[src/rtl/rr_fifo_pop_arbiter_pkg.sv]
// Shared definitions for the FIFO read-side round-robin arbiter and its picker.
package rr_fifo_pop_arbiter_pkg;

  typedef enum logic [1:0] {
    IDLE    = 2'b00,
    POP     = 2'b01,
    CAPTURE = 2'b10
  } arb_state_t;

  localparam int DEF_NUM_SRC   = 4;
  localparam int DEF_DATA_SIZE = 8;
  localparam int WORD_COUNT_W  = 16;

endpackage

[src/rtl/rr_priority_picker.sv]
// Combinational round-robin picker: first requesting index searching upward
// from last_grant+1, wrapping modulo NUM_SRC (NUM_SRC is a power of two).
module rr_priority_picker
  import rr_fifo_pop_arbiter_pkg::*;
#(
  parameter int NUM_SRC = DEF_NUM_SRC,
  parameter int SEL_W   = $clog2(NUM_SRC)
) (
  input  logic [NUM_SRC-1:0] req,
  input  logic [SEL_W-1:0]   last_grant,
  output logic [SEL_W-1:0]   winner,
  output logic               found
);

  logic [SEL_W-1:0] cand_s;
  logic             hit_s;

  // Scan candidates in priority order; the index add wraps naturally at SEL_W bits.
  always_comb begin
    winner = '0;
    found  = 1'b0;
    cand_s = '0;
    hit_s  = 1'b0;
    for (int i = 1; i <= NUM_SRC; i++) begin
      cand_s = last_grant + SEL_W'(i);
      hit_s  = req[cand_s] & ~found;
      winner = hit_s ? cand_s : winner;
      found  = found | hit_s;
    end
  end

endmodule

[src/rtl/rr_fifo_pop_arbiter.sv]
// Round-robin read-side arbiter: pops one word at a time from non-empty source
// FIFOs and forwards it downstream with a one-cycle valid pulse.
module rr_fifo_pop_arbiter
  import rr_fifo_pop_arbiter_pkg::*;
#(
  parameter int DATA_SIZE = DEF_DATA_SIZE,
  parameter int NUM_SRC   = DEF_NUM_SRC,
  parameter int SEL_W     = $clog2(NUM_SRC)
) (
  input  logic                          clk,
  input  logic                          reset,
  input  logic [NUM_SRC-1:0]            src_empty,
  input  logic [NUM_SRC*DATA_SIZE-1:0]  src_data,
  input  logic                          dst_pause,
  output logic [NUM_SRC-1:0]            src_pop,
  output logic [DATA_SIZE-1:0]          out_data,
  output logic                          out_valid,
  output logic [SEL_W-1:0]              active_src,
  output logic [WORD_COUNT_W-1:0]       word_count,
  output logic                          arb_error
);

  arb_state_t             state_r;
  arb_state_t             state_s;
  logic [SEL_W-1:0]       grant_r;
  logic [SEL_W-1:0]       grant_s;
  logic [SEL_W-1:0]       last_grant_r;
  logic [SEL_W-1:0]       last_grant_s;
  logic [SEL_W-1:0]       winner_s;
  logic                   found_s;
  logic                   arb_ok_s;
  logic                   arb_win_s;
  logic                   capture_s;
  logic                   err_s;
  logic                   grant_empty_s;
  logic [DATA_SIZE-1:0]   src_word_s;

  rr_priority_picker #(
    .NUM_SRC (NUM_SRC),
    .SEL_W   (SEL_W)
  ) u_picker (
    .req        (~src_empty),
    .last_grant (last_grant_r),
    .winner     (winner_s),
    .found      (found_s)
  );

  // Pause only gates new arbitration; a grant already in POP always completes.
  assign arb_ok_s      = found_s & ~dst_pause;
  assign grant_empty_s = src_empty[grant_r];
  assign src_word_s    = src_data[grant_r*DATA_SIZE +: DATA_SIZE];

  // Next-state and arbitration decode.
  always_comb begin
    state_s      = state_r;
    grant_s      = grant_r;
    last_grant_s = last_grant_r;
    arb_win_s    = 1'b0;
    capture_s    = 1'b0;
    err_s        = 1'b0;
    case (state_r)
      IDLE: begin
        if (arb_ok_s) begin
          arb_win_s    = 1'b1;
          grant_s      = winner_s;
          last_grant_s = winner_s;
          state_s      = POP;
        end else begin
          state_s      = IDLE;
        end
      end
      POP: begin
        if (grant_empty_s) begin
          err_s   = 1'b1;
          state_s = IDLE;
        end else begin
          state_s = CAPTURE;
        end
      end
      CAPTURE: begin
        capture_s = 1'b1;
        if (arb_ok_s) begin
          arb_win_s    = 1'b1;
          grant_s      = winner_s;
          last_grant_s = winner_s;
          state_s      = POP;
        end else begin
          state_s      = IDLE;
        end
      end
      default: begin
        state_s = IDLE;
      end
    endcase
  end

  // Pop strobe: only from POP, only if the granted FIFO still holds data, never in reset.
  always_comb begin
    src_pop = '0;
    if (reset && (state_r == POP) && !grant_empty_s) begin
      src_pop = {{(NUM_SRC-1){1'b0}}, 1'b1} << grant_r;
    end else begin
      src_pop = '0;
    end
  end

  // State, grant bookkeeping and registered outputs.
  always_ff @(posedge clk) begin
    if (!reset) begin
      state_r      <= IDLE;
      grant_r      <= '0;
      last_grant_r <= SEL_W'(NUM_SRC - 1);
      active_src   <= '0;
      out_data     <= '0;
      out_valid    <= 1'b0;
      word_count   <= '0;
      arb_error    <= 1'b0;
    end else begin
      state_r      <= state_s;
      grant_r      <= grant_s;
      last_grant_r <= last_grant_s;
      active_src   <= arb_win_s ? winner_s : active_src;
      out_valid    <= capture_s;
      arb_error    <= err_s;
      if (capture_s) begin
        out_data   <= src_word_s;
        word_count <= word_count + WORD_COUNT_W'(1);
      end
    end
  end

endmodule

[config.mk]
export PLATFORM = sky130hd
export DESIGN_NAME = rr_fifo_pop_arbiter
export DESIGN_NICKNAME = d
export VERILOG_FILES = /design/src/rtl/rr_fifo_pop_arbiter_pkg.sv /design/src/rtl/rr_priority_picker.sv /design/src/rtl/rr_fifo_pop_arbiter.sv
export SDC_FILE = /design/constraint.sdc
export NUM_CORES = 1
export LEC_CHECK = 0
export CAP_MARGIN = 20
export CORE_ASPECT_RATIO = 0.6
export CORE_MARGIN = 10
export CORE_UTILIZATION = 42
export DETAILED_ROUTE_END_ITERATION = 7
export GPL_ROUTABILITY_DRIVEN = 0
export PLACE_DENSITY = 0.76
export SKIP_CTS_REPAIR_TIMING = 1
export SYNTH_ARGS = -nofsm -noshare
export SYNTH_HDL_FRONTEND = slang
export SYNTH_SLANG_ARGS = --single-unit
[constraint.sdc]
create_clock -name clk -period 1.74 [get_ports clk]
set_clock_uncertainty 0.05 [all_clocks]
set_input_delay 0.435 -clock clk [delete_from_list [all_inputs] [get_ports clk]]
set_output_delay 0.435 -clock clk [all_outputs]
set_load 0.03 [all_outputs]
# Yosys cells after proc, flatten, opt, wreduce, memory -nomap -nowiden
# Index checks and enable logic that the tools add are counted.
# word_totals
reg_bits,34
in_bits,39
output_inout_bits,32
# classes
n_addsub,4
order_cmp,5
eq_ne,2
n_shift,2
mux,22
bitwise_logic,12
reduce_logical,7
# op_table
op,n
32-bit by 6-bit variable part select with 8-bit output,1
16-bit by 1-bit adder with 16-bit output (second input constant),1
2-bit by 3-bit less-than comparator with 1-bit output (second input constant),5
1-bit binary-select mux with 2-bit select,5
1-bit 2-to-1 mux,10
2-bit 2-to-1 mux,5
2-bit adder (second input constant),2
1-bit bitwise AND,4
4-bit 2-to-1 mux,1
1-bit inverter,4
4-bit inverter,1
2-bit case mux with 2 select lines,1
2-bit AND reduction,2
1-bit by 2-bit left shift with 4-bit output (first input constant),1
1-bit OR,3
2-bit by 1-bit adder with 2-bit output (second input constant),1
2-bit by 1-bit == test with 1-bit output (second input constant),1
2-bit == test (second input constant),1
1-bit logical AND,2
2-bit zero test,1
2-bit OR reduction,1
1-bit zero test,1

# Depth between registers and ports, before layout
# depth
depth_word,15
ltp_mapped,5

# Cells and area by module
# From an unflattened synthesis, not the netlist that was laid out.
# unflattened
hier_cells,181
area_unflattened_um2,1606.5
# by_module_without_submodules
module,instances,cells_per_inst,area_per_inst_um2
rr_fifo_pop_arbiter,1,167,1515.2
rr_priority_picker,1,14,91.3

# Worst setup path after synthesis
# Ideal clock, no wire load.
# synth_timing
path_type,reg2out
startpoint,"register, netlist name active_src[1]"
endpoint,output port src_pop[2]
t_arrival_ps,1981
t_required_ps,1255
slack_ps,-726
path_stages_with_launch,3
cell_sequence,dfxtp_1 -> clkbuf_1 -> nor4b_1
# synth_rtl
element,line,source
"end, declared",rr_fifo_pop_arbiter.sv:15,"output logic [NUM_SRC-1:0] src_pop,"

# Worst setup path after layout
# layout_timing
startpoint,register state_r[1]
endpoint,output port src_pop[3]
# layout_between
elab_chain_cells,4
# layout_rtl
element,line,source
"start, declared",rr_fifo_pop_arbiter.sv:23,arb_state_t state_r;
"start signal, assigned",rr_fifo_pop_arbiter.sv:119,state_r <= state_s;
2-bit by 1-bit == test with 1-bit output,rr_fifo_pop_arbiter.sv:100,if (reset && (state_r == POP) && !grant_empty_s) begin
1-bit logical AND (2 in a row),rr_fifo_pop_arbiter.sv:100,
4-bit 2-to-1 mux,rr_fifo_pop_arbiter.sv:100,
# No other way between the ends.

==> impl_metrics.json <==
{
  "clkTransAtPathRegs_ns": 0.06,
  "diodes": 0,
  "p_per_area_mw_per_mm2": 603.2,
  "worst_slew_pin_slew_ns": 0.4444,
  "cp-start-kind": "register",
  "use_met2": 0.2050,
  "setup_slack_ns": -0.1192,
  "ys_ff_latch": 32,
  "rsz0062_at_grt": "true",
  "grt-busiest-layer": "met2",
  "regToRegStartpoint": "state_r[1]",
  "arrival_ns": 1.37,
  "crit_start": "state_r[1]",
  "viasPerCell": 5.227,
  "synth_cell_types": 36,
  "hp-start": "out_data[4]",
  "grtUsageMet1": 0.1967,
  "critPathKind": "reg -> out",
  "drive_gt1_frac": 0.2137,
  "cts_buffer_depth": 2,
  "fp.dieW_um": 99.85,
  "syn_to_final_growth_pct": 70.56,
  "ir_drop_mv": 0.4750,
  "cts.sinks": 32,
  "vias": 1615,
  "drtAntennaViolNets": 0,
  "timing.fmax_mhz": 537.9,
  "root_buffer": "clkbuf_8",
  "coreArea_mm2": 0.003680,
  "utilization": 0.7446,
  "slew_headroom": 0.7038,
  "htreeDepth": 2,
  "clk_latency_ns": 0.29,
  "p_leak_uw": 0.001508,
  "rows": 17,
  "status": "finished, violations left",
  "final_cell_mix": "clkdlybuf4s50_1 (33), dlymetal6s2s_1 (31), nand2_1 (30)",
  "required_ns": 1.25,
  "cts_buffers": 5,
  "grt_max_degree": 31,
  "tns_ns": -0.3076,
  "routed_wl_um": 5387,
  "yosys_warnings": 0,
  "crit_fanout": 3,
  "post-place-ws_ns": -0.4026,
  "use_met3": 0.05930,
  "final_nets": 301,
  "min_period_over_period": 1.069,
  "dp_hpwl_um": 3910,
  "failed_checks": "negative setup slack",
  "io_pins": 71,
  "synthArstFlopShare": 0,
  "setup-violations-final": 4,
  "cp-end-kind": "primary output",
  "dieArea_mm2": 0.006780,
  "grt_overflow": 0,
  "antenna_found_initial": 0,
  "route.detailed.wl_per_inst_um": 17.43,
  "drt-initial-drc-count": 70,
  "hp-class": "reg -> reg",
  "maxSlewViolCount": 0,
  "drv_cap": 0,
  "fillers": 272,
  "dr.pass1.iters": 4,
  "io_buffers": 70,
  "dieHeight_um": 67.91,
  "ys.flop_type": "dfxtp_1",
  "min_period_ns": 1.859,
  "hold_viol_final": 0,
  "grt_pass1_vias": 1516,
  "synth_edf_count": 0,
  "synth.cell_area_mm2": 0.001607,
  "post-route-drc-count": 0,
  "cts_tree": "yes",
  "syn-num-nets": 209,
  "layout_commonest_cell": "clkdlybuf4s50_1",
  "syn_inst": 169,
  "grt_first_pass_wirelength_um": 7845,
  "ys_seq_area_frac": 0.3988,
  "initial_core_util": 0.4366,
  "grt_use_total": 0.1478,
  "synth_area_per_cell_um2": 9.506
}
[flip-flops by register name, indices dropped and copies added (netlist names)]
name	cells
arb_error	1
state_r	2
active_src	2
word_count	16
last_grant_r	2
out_data	8
out_valid	1
[layout make-up]
class	instances	area [um^2]	share of cell area
multi-input combinational	126	983.4	0.3589
sequential	32	653.1	0.2384
clock buffer	8	90.09	0.03288
tap	47	58.81	0.02146
timing repair buffer	92	939.7	0.3429
inverter	4	15.01	0.005479
[synthesized netlist by cell type, drive strengths merged, types with 2 or more instances]
library cell	n	area (um^2)
and4	2	20.02
nor2	5	18.77
dfxtp	32	640.6
nand4	6	43.79
nand2b	2	12.51
a21boi	14	105.1
or3	4	25.02
nand3	5	30.03
clkbuf	6	22.52
a21oi	2	10.01
nor2b	2	12.51
and4b	2	21.27
nor3	3	15.01
mux4	9	202.7
xnor2	10	87.58
inv	4	15.01
and2	13	81.33
nand2	30	112.6
o21ai	6	30.03
[layer usage]
metal / share of wire / wire length, um / vias to the layer above
met4: 0.015 / 83 / 0
met5: 0 / 0 / -
met1: 0.46 / 2464 / 760
met2: 0.45 / 2434 / 59
met3: 0.075 / 405 / 8
li1: - / - / 788
[cell families after synthesis]
group	count (synthesis)	synth area share
simple gates	80	0.2726
fa+ha+maj	1	0.007787
xor+xnor	10	0.05451
mux	10	0.1324
flops	32	0.3988
buf+inv	11	0.02804
compound gates	25	0.1059
[report_power, final]
group | switching [uW] | internal, uW | total [uW]
sequential | 20.8 | 748 | 769
clock | 268 | 322 | 590
combinational | 117 | 178 | 294
[path summary, 6_finish.rpt]
path | depth (start not counted) | to | slack (ns)
max reg2reg | 6 | word_count[13] | 0.07
min | 2 | out_data[4] | 0.42
min reg2reg | 2 | out_data[4] | 0.42
max | 4 | src_pop[3] | -0.12
[per-stage QoR]
stage	power, uW	hold slack, ns	instance area, um^2	std cells
final	1653	0.4159	2740	309
after global routing	1727	0.4413	2740	309
after CTS	1651	0.4185	2581	302
after detailed placement	1069	0.4134	2491	294
after global placement	1064	0.4010	2491	294
after floorplan	920.8	0.4396	1669	169
[critical path, cell delays in order (launching register included)]
cell and delay (ns):
dfxtp_4 0.35, nand4b_1 0.17, buf_4 0.18, nor3b_4 0.21, buf_4 0.19
No activity file was read; power rests on OpenSTA's default activity.
